### src/rtl/wishbone_slave_regs_pkg.sv
// wishbone_slave_regs_pkg
//   Shared definitions for the wishbone register slave: register map
//   indices, FSM state encoding and the latched request record.
package wishbone_slave_regs_pkg;

  localparam int REG_ID       = 0;
  localparam int REG_CONTROL  = 1;
  localparam int REG_STATUS   = 2;
  localparam int REG_SCRATCH0 = 3;

  localparam int EVT_W = 8;   // event / enable / status width
  localparam int CNT_W = 4;   // wait-state counter, covers 0..15

  typedef enum logic [1:0] {
    ST_IDLE = 2'd0,
    ST_WAIT = 2'd1,
    ST_ACK  = 2'd2
  } wb_state_e;

  // Transfer captured when the strobe is accepted in IDLE.
  typedef struct packed {
    logic [31:0] addr;
    logic [31:0] data;
    logic        we;
    logic        sel;
  } wb_req_t;

endpackage

### src/rtl/wishbone_slave_regs_regfile.sv
// wb_slave_regfile
//   Register file behind the wishbone slave: ID (RO), CONTROL (RW, 8-bit
//   interrupt enable), STATUS (8-bit, event set / write-1-to-clear) and
//   scratch registers 3..NUM_REGS-1. Out-of-range addresses read 0 and
//   ignore writes.
// Ports:
//   clk, rst   clock, synchronous active-high reset
//   wr_en      commit wdata to addr this edge
//   addr       word address (latched by the bus FSM; used for read too)
//   wdata      write data
//   event_i    event pulses, set STATUS bits
//   rdata      combinational read data for addr
//   int_o      registered |(STATUS & CONTROL)
module wb_slave_regfile
  import wishbone_slave_regs_pkg::*;
#(
  parameter int          NUM_REGS = 8,
  parameter logic [31:0] ID_VALUE = 32'h00001EAF
) (
  input  logic             clk,
  input  logic             rst,
  input  logic             wr_en,
  input  logic [31:0]      addr,
  input  logic [31:0]      wdata,
  input  logic [EVT_W-1:0] event_i,
  output logic [31:0]      rdata,
  output logic             int_o
);

  localparam int IDX_W = $clog2(NUM_REGS);

  logic             in_range;
  logic [IDX_W-1:0] idx;
  logic [EVT_W-1:0] control;
  logic [EVT_W-1:0] status;
  logic [EVT_W-1:0] status_clr;
  logic [31:0]      scratch [REG_SCRATCH0:NUM_REGS-1];

  // Full 32-bit compare so aliases above NUM_REGS never hit a register.
  assign in_range = addr < 32'(NUM_REGS);
  assign idx      = addr[IDX_W-1:0];

  assign status_clr = (wr_en && in_range && idx == IDX_W'(REG_STATUS))
                    ? wdata[EVT_W-1:0] : '0;

  always_ff @(posedge clk) begin
    if (rst) begin
      control <= '0;
      status  <= '0;
      int_o   <= 1'b0;
    end else begin
      if (wr_en && in_range && idx == IDX_W'(REG_CONTROL))
        control <= wdata[EVT_W-1:0];
      // Set is applied after clear so a same-cycle event wins.
      status <= (status & ~status_clr) | event_i;
      int_o  <= |(status & control);
    end
  end

  always_ff @(posedge clk) begin
    for (int i = REG_SCRATCH0; i < NUM_REGS; i++) begin
      if (rst)
        scratch[i] <= '0;
      else if (wr_en && in_range && idx == IDX_W'(i))
        scratch[i] <= wdata;
    end
  end

  always_comb begin
    rdata = '0;
    if (in_range) begin
      if (idx == IDX_W'(REG_ID))
        rdata = ID_VALUE;
      else if (idx == IDX_W'(REG_CONTROL))
        rdata = {{(32-EVT_W){1'b0}}, control};
      else if (idx == IDX_W'(REG_STATUS))
        rdata = {{(32-EVT_W){1'b0}}, status};
      else
        for (int i = REG_SCRATCH0; i < NUM_REGS; i++)
          if (idx == IDX_W'(i)) rdata = scratch[i];
    end
  end

endmodule

### src/rtl/wishbone_slave_regs.sv
// wishbone_slave_regs
//   Default wishbone slave: accepts single and back-to-back transfers,
//   optionally inserts WAIT_STATES cycles, acks for one cycle and
//   drives a level interrupt from the register file.
// Ports:
//   clk, rst    clock, synchronous active-high reset
//   wb_addr_i   word address          wb_dat_i  write data
//   wb_str_i    strobe                wb_cyc_i  cycle active
//   wb_we_i     1=write               wb_sel_i  0 = ack without write
//   wb_msk_i    reserved, ignored
//   wb_dat_o    read data, 0 outside read acks
//   wb_ack_o    one-cycle acknowledge
//   event_i     event pulses          wb_int_o  registered interrupt
module wishbone_slave_regs
  import wishbone_slave_regs_pkg::*;
#(
  parameter int          NUM_REGS    = 8,
  parameter int          WAIT_STATES = 0,
  parameter logic [31:0] ID_VALUE    = 32'h00001EAF
) (
  input  logic        clk,
  input  logic        rst,
  input  logic [31:0] wb_addr_i,
  input  logic [31:0] wb_dat_i,
  output logic [31:0] wb_dat_o,
  input  logic        wb_str_i,
  input  logic        wb_cyc_i,
  input  logic        wb_we_i,
  input  logic        wb_sel_i,
  input  logic        wb_msk_i,
  output logic        wb_ack_o,
  input  logic [7:0]  event_i,
  output logic        wb_int_o
);

  wb_state_e        state, state_nxt;
  logic [CNT_W-1:0] cnt, cnt_nxt;
  wb_req_t          req;
  logic             start;
  logic             wr_en;
  logic [31:0]      rdata;
  logic             unused_msk;

  assign unused_msk = wb_msk_i;
  assign start      = (state == ST_IDLE) && wb_cyc_i && wb_str_i;

  always_ff @(posedge clk) begin
    if (rst) begin
      state <= ST_IDLE;
      cnt   <= '0;
      req   <= '0;
    end else begin
      state <= state_nxt;
      cnt   <= cnt_nxt;
      if (start)
        req <= '{addr: wb_addr_i, data: wb_dat_i, we: wb_we_i, sel: wb_sel_i};
    end
  end

  always_comb begin
    state_nxt = state;
    cnt_nxt   = cnt;
    case (state)
      ST_IDLE:
        if (start) begin
          if (WAIT_STATES == 0) begin
            state_nxt = ST_ACK;
          end else begin
            cnt_nxt   = CNT_W'(WAIT_STATES - 1);
            state_nxt = ST_WAIT;
          end
        end
      ST_WAIT:
        // Master dropping the cycle abandons the transfer silently.
        if (!wb_cyc_i) begin
          cnt_nxt   = '0;
          state_nxt = ST_IDLE;
        end else if (cnt == '0) begin
          state_nxt = ST_ACK;
        end else begin
          cnt_nxt = cnt - 1'b1;
        end
      ST_ACK:  state_nxt = ST_IDLE;
      default: state_nxt = ST_IDLE;
    endcase
  end

  // Gate with rst so a reset landing on the ack cycle neither acks nor writes.
  assign wb_ack_o = (state == ST_ACK) && !rst;
  assign wr_en    = wb_ack_o && req.we && req.sel;
  assign wb_dat_o = (wb_ack_o && !req.we) ? rdata : '0;

  wb_slave_regfile #(
    .NUM_REGS (NUM_REGS),
    .ID_VALUE (ID_VALUE)
  ) u_regfile (
    .clk     (clk),
    .rst     (rst),
    .wr_en   (wr_en),
    .addr    (req.addr),
    .wdata   (req.data),
    .event_i (event_i),
    .rdata   (rdata),
    .int_o   (wb_int_o)
  );

endmodule

### config.mk
export PLATFORM = sky130hd
export DESIGN_NAME = wishbone_slave_regs
export DESIGN_NICKNAME = d
export VERILOG_FILES = /design/src/rtl/wishbone_slave_regs_pkg.sv /design/src/rtl/wishbone_slave_regs_regfile.sv /design/src/rtl/wishbone_slave_regs.sv
export SDC_FILE = /design/constraint.sdc
export NUM_CORES = 1
export LEC_CHECK = 0
export BUFFER_PORTS_ARGS = -buffer_cell sky130_fd_sc_hd__buf_2
export CORE_AREA = 5 5 150 152
export CTS_BUF_LIST = sky130_fd_sc_hd__clkbuf_4 sky130_fd_sc_hd__clkbuf_8
export DETAILED_ROUTE_END_ITERATION = 6
export DIE_AREA = 0 0 155 157
export PLACE_DENSITY = 0.78
export REMOVE_ABC_BUFFERS = 1
export SLEW_MARGIN = 5
export SYNTH_ARGS = -nofsm -noshare
export SYNTH_HDL_FRONTEND = slang
export SYNTH_HIERARCHICAL = 1
export SYNTH_SLANG_ARGS = --single-unit
### constraint.sdc
create_clock -name clk -period 4.8 [get_ports clk]
set_clock_uncertainty 0.05 [all_clocks]
set_input_delay 0.96 -clock clk [delete_from_list [all_inputs] [get_ports clk]]
set_output_delay 0.96 -clock clk [all_outputs]
set_load 0.01 [all_outputs]
* Word-level counts from Yosys, hierarchy flattened
Memory sizes are Yosys's and may differ from the RTL's. Index checks and enable logic that the tools add are counted.
Storage, ports and cells: register bits after elaboration 89, bits in writable memories 160, input port bits 79, memories kept 1
Cells by class: $add $sub $neg 1, order comparisons 1, equal/unequal tests 12, multiplexer cells 39, bitwise gates (word level) 9, reduce and logical (&&, ||, !) cells 22
Memories:
- u_regfile.scratch | depth 5, width 32, rd ports 5, clocked after Yosys merged registers in 0, wr ports 5, RTL line wishbone_slave_regs_regfile.sv:37 | logic [31:0] scratch [REG_SCRATCH0:NUM_REGS-1];
Operators by type and width (count):
- two-way mux 32 bit | 15
- < comparator 32 x 4 -> 1 bit, second input constant | 1
- two-way mux 1 bit | 17
- bitwise AND 8 bit | 2
- logical AND 1 bit | 14
- == test 3 bit, second input constant | 4
- two-way mux 4 bit | 2
- two-way mux 8 bit | 1
- NOT 8 bit | 1
- OR 8 bit | 1
- OR reduction 8 bit | 1
- == test 3 x 2 -> 1 bit, second input constant | 2
- two-way mux 2 bit | 3
- OR 1 bit | 5
- logical NOT 4 bit | 1
- != test 2 bit, second input constant | 2
- case mux 2 bit (2 select lines) | 1
- AND reduction 2 bit | 2
- subtractor 4 x 1 -> 4 bit, second input constant | 1
- == test 3 x 1 -> 1 bit, second input constant | 1
- logical NOT 3 bit | 1
- != test 3 bit, second input constant | 1
- == test 2 x 1 -> 1 bit, second input constant | 1
- == test 2 bit, second input constant | 1
- other kinds (2) | 3

* Longest topological paths before layout
Gate-level depths: netlist (run 1).
depth after elaboration 11, mapped depth 9, mapped depth without buffers 6

* By module
The synthesis (run 1) kept the hierarchy.
By module, submodules not included:
- wb_slave_regfile | instances 1, cells each 687, area each 8378.0 sq um
- wishbone_slave_regs | instances 1, cells each 328, area each 3205.6 sq um

* Worst setup path before layout (run 1)
OpenSTA, ideal clock, no wires.
kind input port to flip-flop, start point in rst, end point reg, netlist name u_regfile/scratch[0][100], arrival 4.285 ns, path slack -0.005 ns, stages on the path 6, cells stage by stage buf_2 -> buf_2 -> nor2b_1 -> and3_1 -> nand2_1 -> o31ai_1
RTL lines:
- from (decl) | RTL line wishbone_slave_regs.sv:22 | input logic rst,

* Worst setup path in the final report (run 1)
start point reg req[48] (netlist bit), end point out wb_dat_o[3]
On the way: word-level cells in the longest chain between the ends 3
RTL lines:
- from (decl) | RTL line wishbone_slave_regs.sv:38 | wb_req_t req;
- from (signal assigned) | RTL line wishbone_slave_regs.sv:56 | req <= '{addr: wb_addr_i, data: wb_dat_i, we: wb_we_i, sel: wb_sel_i};
- < comparator 32 x 4 -> 1 bit | RTL line wishbone_slave_regs_regfile.sv:40 | assign in_range = addr < 32'(NUM_REGS);
- two-way mux 32 bit | RTL line wishbone_slave_regs_regfile.sv:71 | if (in_range) begin
- named net rdata[3] | RTL line wishbone_slave_regs.sv:41 | logic [31:0] rdata;
- two-way mux 32 bit | RTL line wishbone_slave_regs.sv:91 | assign wb_dat_o = (wb_ack_o && !req.we) ? rdata : '0;
- to (decl) | RTL line wishbone_slave_regs.sv:25 | output logic [31:0] wb_dat_o,
The timed path passes the listed nets, and every way through them passes these cells.

==> results.py, run 1 <==
metrics = {
    "sta": {
        "final_hold_viol_count": 0,
        "finalMaxSlewViolations": 0,
        "worst_slew_pin_slew_ns": 1.13,
        "tns_ns": 0,
        "fin_ws_ns": 0.712,
        "relSlewSlack": 0.245,
        "timing.hold.ws_ns": 0.421,
        "min_period_over_period": 0.852,
        "fmax_ghz": 0.245,
        "rsz0062_at_grt": "no",
        "final-setup-viol-count": 0,
        "min_period_ns": 4.09,
    },
    "synth": {
        "ys_types": 45,
        "yosys.area.top_type": "edfxtp_1",
        "synthSimpleGateAreaFrac": 0.223,
        "yosys-top-cells-area": "edfxtp_1 41%, dfxtp_1 15%, mux2i_1 7.5%, nand2b_1 7.3%, mux4_2 4.9%",
        "synth-xor-area-share": 0,
        "synth.area.mux_share": 0.125,
        "synth.top_cell.area_share": 0.415,
        "synth_most_common_cell": "edfxtp_1",
        "yosysWarnings": 6,
        "ys_ff_latch": 244,
        "synthAdderAreaFrac": 0,
        "synth_edf_count": 160,
        "synth_common_cells": "160 x edfxtp_1, 135 x nand2b_1, 128 x nor2_1",
        "synth_compound_area_frac": 0.0508,
        "netlist_area_sq_mm": 0.0116,
        "async_flop_share": 0,
        "synth_top_family_by_area": "simple AND/OR/NAND/NOR gates",
        "synth-main-ff-cell": "edfxtp_1",
        "syn_area_per_cell_sq_um": 11.4,
        "syn_inst": 1015,
        "ys_seq_area_frac": 0.560,
    },
    "setup_path": {
        "critical_path_required_ns": 3.79,
        "cp.arrival_ns": 3.08,
        "crit_path_end": "wb_dat_o[3]",
        "r2r_cells": 6,
        "worstPathMaxFanout": 20,
        "r2r-start": "req[48]$_SDFFE_PP0P_",
        "crit_path_end_kind": "primary output",
        "critical_path_class": "reg -> out",
        "startpoint": "req[48]$_SDFFE_PP0P_",
        "reg2reg_slack_ns": 1.36,
        "r2r_end": "u_regfile/scratch[0][20]$_SDFFCE_PN0P_",
        "critPathLaunchType": "register",
    },
    "detailed_routing": {
        "drt_wl_total_mm": 26.3,
        "viasPerCell": 5.51,
        "drc_errors": 0,
        "num_vias": 7844,
        "drt_pass1_iterations": 5,
        "drtAntennaViolNets": 0,
        "wire_per_inst_um": 18.5,
        "dr.first_iter.drc_count": 504,
    },
    "finish": {
        "fillers": 1661,
        "area_growth_pct": 14.0,
        "nNetsFinal": 1194,
        "drive_above_1_share": 0.247,
        "stdcell_area_sq_mm": 0.0132,
        "final_cells": 1423,
        "n_antenna_cell": 0,
        "utilization": 0.632,
    },
    "cts": {
        "cts_setup_buffers": 0,
        "h-tree-depth": 2,
        "clk_pin_slew_ns": 0.06,
        "numCtsBuffers": 41,
        "cts_resized": 0,
        "insertion_delay_ns": 0.53,
        "hold_buffers": 0,
        "cts_sinks": 244,
        "cts_buffer_depth": 3,
        "cts_tree": "built",
        "root_buffer": "clkbuf_8",
    },
    "worst_hold_path": {
        "holdCritStartpoint": "req[43]$_SDFFE_PP0P_",
        "hp-class": "reg -> reg",
    },
    "outcome": {
        "status": "finished clean",
    },
    "placed_design": {
        "placed_cells": 1347,
        "postPlaceCellArea_sq_mm": 0.0123,
        "io_buffers": 111,
        "dp_slack_ns": 1.32,
        "hpwl_mm": 16.2,
        "place.gp.congestion": 0.822,
    },
    "pwr": {
        "power_density_mw_per_mm2": 350,
        "leakage_nw": 4.73,
        "power.share.sequential": 0.513,
        "power_frac_comb": 0.071,
        "power.total_mw": 4.61,
        "power_switching_share": 0.225,
        "p_sw_mw": 1.04,
        "p_clk_frac": 0.417,
        "p_int_mw": 3.58,
        "vdd_ir_drop_max_uv": 185,
    },
    "global_route": {
        "antenna_found_initial": 0,
        "grt.overflow.total": 0,
        "grt_util_all_layers": 0.218,
        "grt_pass1_wl_mm": 42.1,
        "grt_max_degree": 69,
        "grt_pass1_vias": 8182,
    },
    "run": {
        "maxCapViolations": 0,
    },
    "floorplanning": {
        "core_area_sq_mm": 0.0209,
        "die_x_um": 155,
        "rows": 53,
        "initial_core_util": 0.555,
        "io_pins": 113,
        "die_area_sq_mm": 0.0243,
        "die_h_um": 157,
    },
}
==> per-layer routing <==
layer / up-vias / track usage / part of all wire
met4: 0 / 0.0778 / 0.025
met1: 3791 / 0.278 / 0.42
met2: 268 / 0.382 / 0.51
met5: - / 0 / 0
met3: 49 / 0.0327 / 0.053
li1: 3736 / - / -
==> kinds of logic after synthesis <==
group | after synthesis
DFF | 244
muxes | 113
buffers and inverters | 89
AOI/OAI and AO/OA | 90
and+or+nand+nor | 479
==> cell usage in the layout, fill, tap and decap left out, drive strengths merged, types with 9 or more instances in the layout <==
cell type  Yosys  final
edfxtp       160    160
nand2         64     64
dfxtp         84     84
a41oi          9      9
nor2b          9      9
o21ai         13     13
mux4          25     25
inv            9      9
nand2b       135    135
mux2i         87     87
buf           42    137
nor3b         21     21
nor2         159    159
clkbuf        38     62
and2          64     64
clkinv         0     10
a21oi         32     32
==> worst max-delay path, stage by stage (launching register included) <==
cell and delay, ns:
dfxtp_1 0.31, nor4_1 0.34, nand4_1 0.43, or2_2 0.64
buf_4 0.33, a21oi_1 0.21, and2_1 0.15, buf_2 0.13
==> how the worst min path moves through the flow <==
stage	slack (ns)	cells past startpoint	to
6_report	0.42	2	req[43]$_SDFFE_PP0P_
5_1_grt	0.44	2	req[43]$_SDFFE_PP0P_
4_1_cts	0.42	2	req[43]$_SDFFE_PP0P_
3_5_place_dp	0.41	2	req[0]$_SDFFE_PP0P_
3_3_place_gp	0.41	2	req[40]$_SDFFE_PP0P_
2_1_floorplan	0.39	2	req[0]$_SDFFE_PP0P_
==> power groups by stage <==
stage	clock (mW)	sequential (mW)	combinational, mW
final	1.92	2.37	0.325
after CTS	1.96	2.37	0.328
after global placement	0	2.40	0.318
after floorplan	0	2.40	0.199
after detailed placement	0	2.41	0.327
after global routing	2.06	2.37	0.355
==> sequential cells by signal, summed over array words and instances (netlist names) <==
name / count
req: 66
state: 1
u_regfile/control: 8
u_regfile/int_o: 1
u_regfile/scratch: 160
u_regfile/status: 8
==> area by class of cell <==
| type | count | area (sq um) | area share |
|---|---|---|---|
| clock buffers | 62 | 759 | 0.0575 |
| well taps | 275 | 344 | 0.0261 |
| flip-flops and latches | 244 | 6490 | 0.492 |
| inverters | 9 | 33.8 | 0.00256 |
| repair buffers | 137 | 753 | 0.0571 |
| clock inverters | 14 | 118 | 0.00891 |
| multi-input cells | 682 | 4700 | 0.356 |
Power figures use the tool's default switching activity.
==> run 2: changes to the inputs <==
--- a/config.mk
+++ b/config.mk
@@ -6,10 +6,11 @@
 export NUM_CORES = 1
 export LEC_CHECK = 0
 export BUFFER_PORTS_ARGS = -buffer_cell sky130_fd_sc_hd__buf_2
-export CORE_AREA = 5 5 150 152
+export CORE_AREA = 2 2 147 149
 export CTS_BUF_LIST = sky130_fd_sc_hd__clkbuf_4 sky130_fd_sc_hd__clkbuf_8
 export DETAILED_ROUTE_END_ITERATION = 6
-export DIE_AREA = 0 0 155 157
+export DIE_AREA = 0 0 149 151
+export HOLD_SLACK_MARGIN = 0.08
 export PLACE_DENSITY = 0.78
 export REMOVE_ABC_BUFFERS = 1
 export SLEW_MARGIN = 5
==> results.py, run 2 (synthesized netlist as in run 1, its figures left out) <==
metrics = {
    "worst_hold_path": {
        "worstHoldPathCells": 2,
        "holdCritStartpoint": "req[59]$_SDFFE_PP0P_",
        "hp-class": "reg -> reg",
        "holdPathEnd": "req[59]$_SDFFE_PP0P_",
    },
    "sta": {
        "min_period_over_period": 0.891,
        "fin_ws_ns": 0.524,
        "min_period_ns": 4.28,
        "fmax_ghz": 0.234,
        "final-setup-viol-count": 0,
        "timing.hold.ws_ns": 0.422,
        "finalMaxSlewViolations": 0,
        "rsz0062_at_grt": "no",
        "relSlewSlack": 0.263,
        "final_hold_viol_count": 0,
        "worst_slew_pin_slew_ns": 1.11,
    },
    "placed_design": {
        "dp_slack_ns": 1.19,
        "io_buffers": 111,
        "place.gp.congestion": 0.787,
        "placed_cells": 1344,
        "hpwl_mm": 14.9,
    },
    "finish": {
        "n_antenna_cell": 0,
        "area_growth_pct": 13.8,
        "fillers": 1648,
        "top_regs": "u_regfile/scratch: 160 flops, req: 66 flops",
        "final_common_cell": "edfxtp_1",
        "top_register": "u_regfile/scratch",
        "utilization": 0.633,
        "nNetsFinal": 1191,
        "final_cells": 1419,
        "layout_common_cells": "160 x edfxtp_1, 135 x nand2b_1, 128 x nor2_1",
        "largest_reg_flops": 160,
        "drive_above_1_share": 0.245,
    },
    "cts": {
        "numCtsBuffers": 41,
        "insertion_delay_ns": 0.54,
        "clk_pin_slew_ns": 0.06,
        "cts_tree": "built",
        "cts_buffer_depth": 3,
        "h-tree-depth": 2,
        "hold_buffers": 0,
        "cts_sinks": 244,
        "cts_resized": 0,
        "cts_setup_buffers": 0,
        "root_buffer": "clkbuf_8",
    },
    "setup_path": {
        "critPathLaunchType": "register",
        "r2r_end": "u_regfile/scratch[0][127]$_SDFFCE_PN0P_",
        "crit_path_end_kind": "primary output",
        "path_cells": "nor4_1, nand4_1, or2_2, a2111oi_0, and2_1, buf_2",
        "critical_path_class": "reg -> out",
        "r2r_cells": 4,
        "critical_path_required_ns": 3.79,
        "r2r-start": "req[35]$_SDFFE_PP0P_",
        "cp_slowest_stage_delay_ns": 0.80,
        "worstPathMaxFanout": 37,
        "slowest_stage": "or2_2",
        "cp.arrival_ns": 3.27,
        "reg2reg_slack_ns": 1.49,
    },
    "run": {
        "maxCapViolations": 0,
    },
    "detailed_routing": {
        "num_vias": 7795,
        "wire_per_inst_um": 17.8,
        "drt_pass1_iterations": 5,
        "viasPerCell": 5.49,
        "dr.first_iter.drc_count": 504,
        "drc_errors": 0,
        "drtAntennaViolNets": 0,
        "drt_wl_total_mm": 25.3,
    },
    "global_route": {
        "grt_max_degree": 93,
        "grt_pass1_wl_mm": 39.8,
        "grt_pass1_vias": 7852,
        "grt_util_all_layers": 0.227,
        "grt.overflow.total": 0,
        "antenna_found_initial": 0,
    },
    "floorplanning": {
        "core_area_sq_mm": 0.0208,
        "io_pins": 113,
        "die_h_um": 151,
        "rows": 53,
        "die_x_um": 149,
        "die_area_sq_mm": 0.0225,
        "initial_core_util": 0.556,
    },
    "pwr": {
        "power_density_mw_per_mm2": 350,
        "vdd_ir_drop_max_uv": 188,
        "power.total_mw": 4.62,
        "leakage_nw": 4.72,
    },
    "outcome": {
        "status": "finished clean",
    },
}
run 2: cell count changes in the layout (fill, tap and decap cells not counted):
cell | before | now
clkinv_1 | 6 | 5
bufinv_16 | 2 | 1
clkinv_2 | 4 | 0
buf_4 | 27 | 24
clkinvlp_4 | 2 | 1
clkbuf_4 | 15 | 18
clkbuf_8 | 47 | 50
run 2: layout make-up:
type	count	area, sq um	share of cell area
clock inverters	7	56.3	0.00427
repair buffers	134	731	0.0554
clock buffers	68	823	0.0625
flip-flops and latches	244	6490	0.493
multi-input cells	682	4700	0.357
well taps	275	344	0.0261
inverters	9	33.8	0.00256
run 2: metrics by stage:
step / TNS, ns / cell area, sq um
after floorplan: -118.07 / 11100
after global placement: 0 / 12300
after detailed placement: 0 / 12300
after CTS: 0 / 13200
after global routing: 0 / 13200
final: 0 / 13200
run 2: where the power goes:
part / internal, mW / total (mW) / leakage, nW / switching (mW)
combinational: 0.143 / 0.318 / 1.92 / 0.175
clock: 1.13 / 1.93 / 0.464 / 0.799
sequential: 2.31 / 2.37 / 2.34 / 0.0577
total: 3.59 / 4.62 / 4.72 / 1.03
run 2: worst max path at each step:
stage                               from                                    end  slack, ns
floorplan           req[34]$_SDFFE_PP0P_  u_regfile/scratch[0][0]$_SDFFCE_PN0P_      -0.92
global placement    req[51]$_SDFFE_PP0P_                            wb_dat_o[4]       1.20
detailed placement  req[48]$_SDFFE_PP0P_                            wb_dat_o[6]       1.19
CTS                 req[48]$_SDFFE_PP0P_                            wb_dat_o[6]       0.52
global route        req[48]$_SDFFE_PP0P_                            wb_dat_o[6]       0.29
finish              req[48]$_SDFFE_PP0P_                            wb_dat_o[6]       0.52
run 2: critical path, delay by kind of cell, from the launching register on:
family / cells / cell delay, ns
compound gates: 1 / 0.53
buf+inv: 1 / 0.12
flops: 1 / 0.31
simple gates: 4 / 1.76
run 2: per-layer routing:
layer | GRT usage | part of all wire
met1 | 0.288 | 0.41
met3 | 0.0358 | 0.056
met5 | 0 | 0
met4 | 0.0771 | 0.018
met2 | 0.398 | 0.51
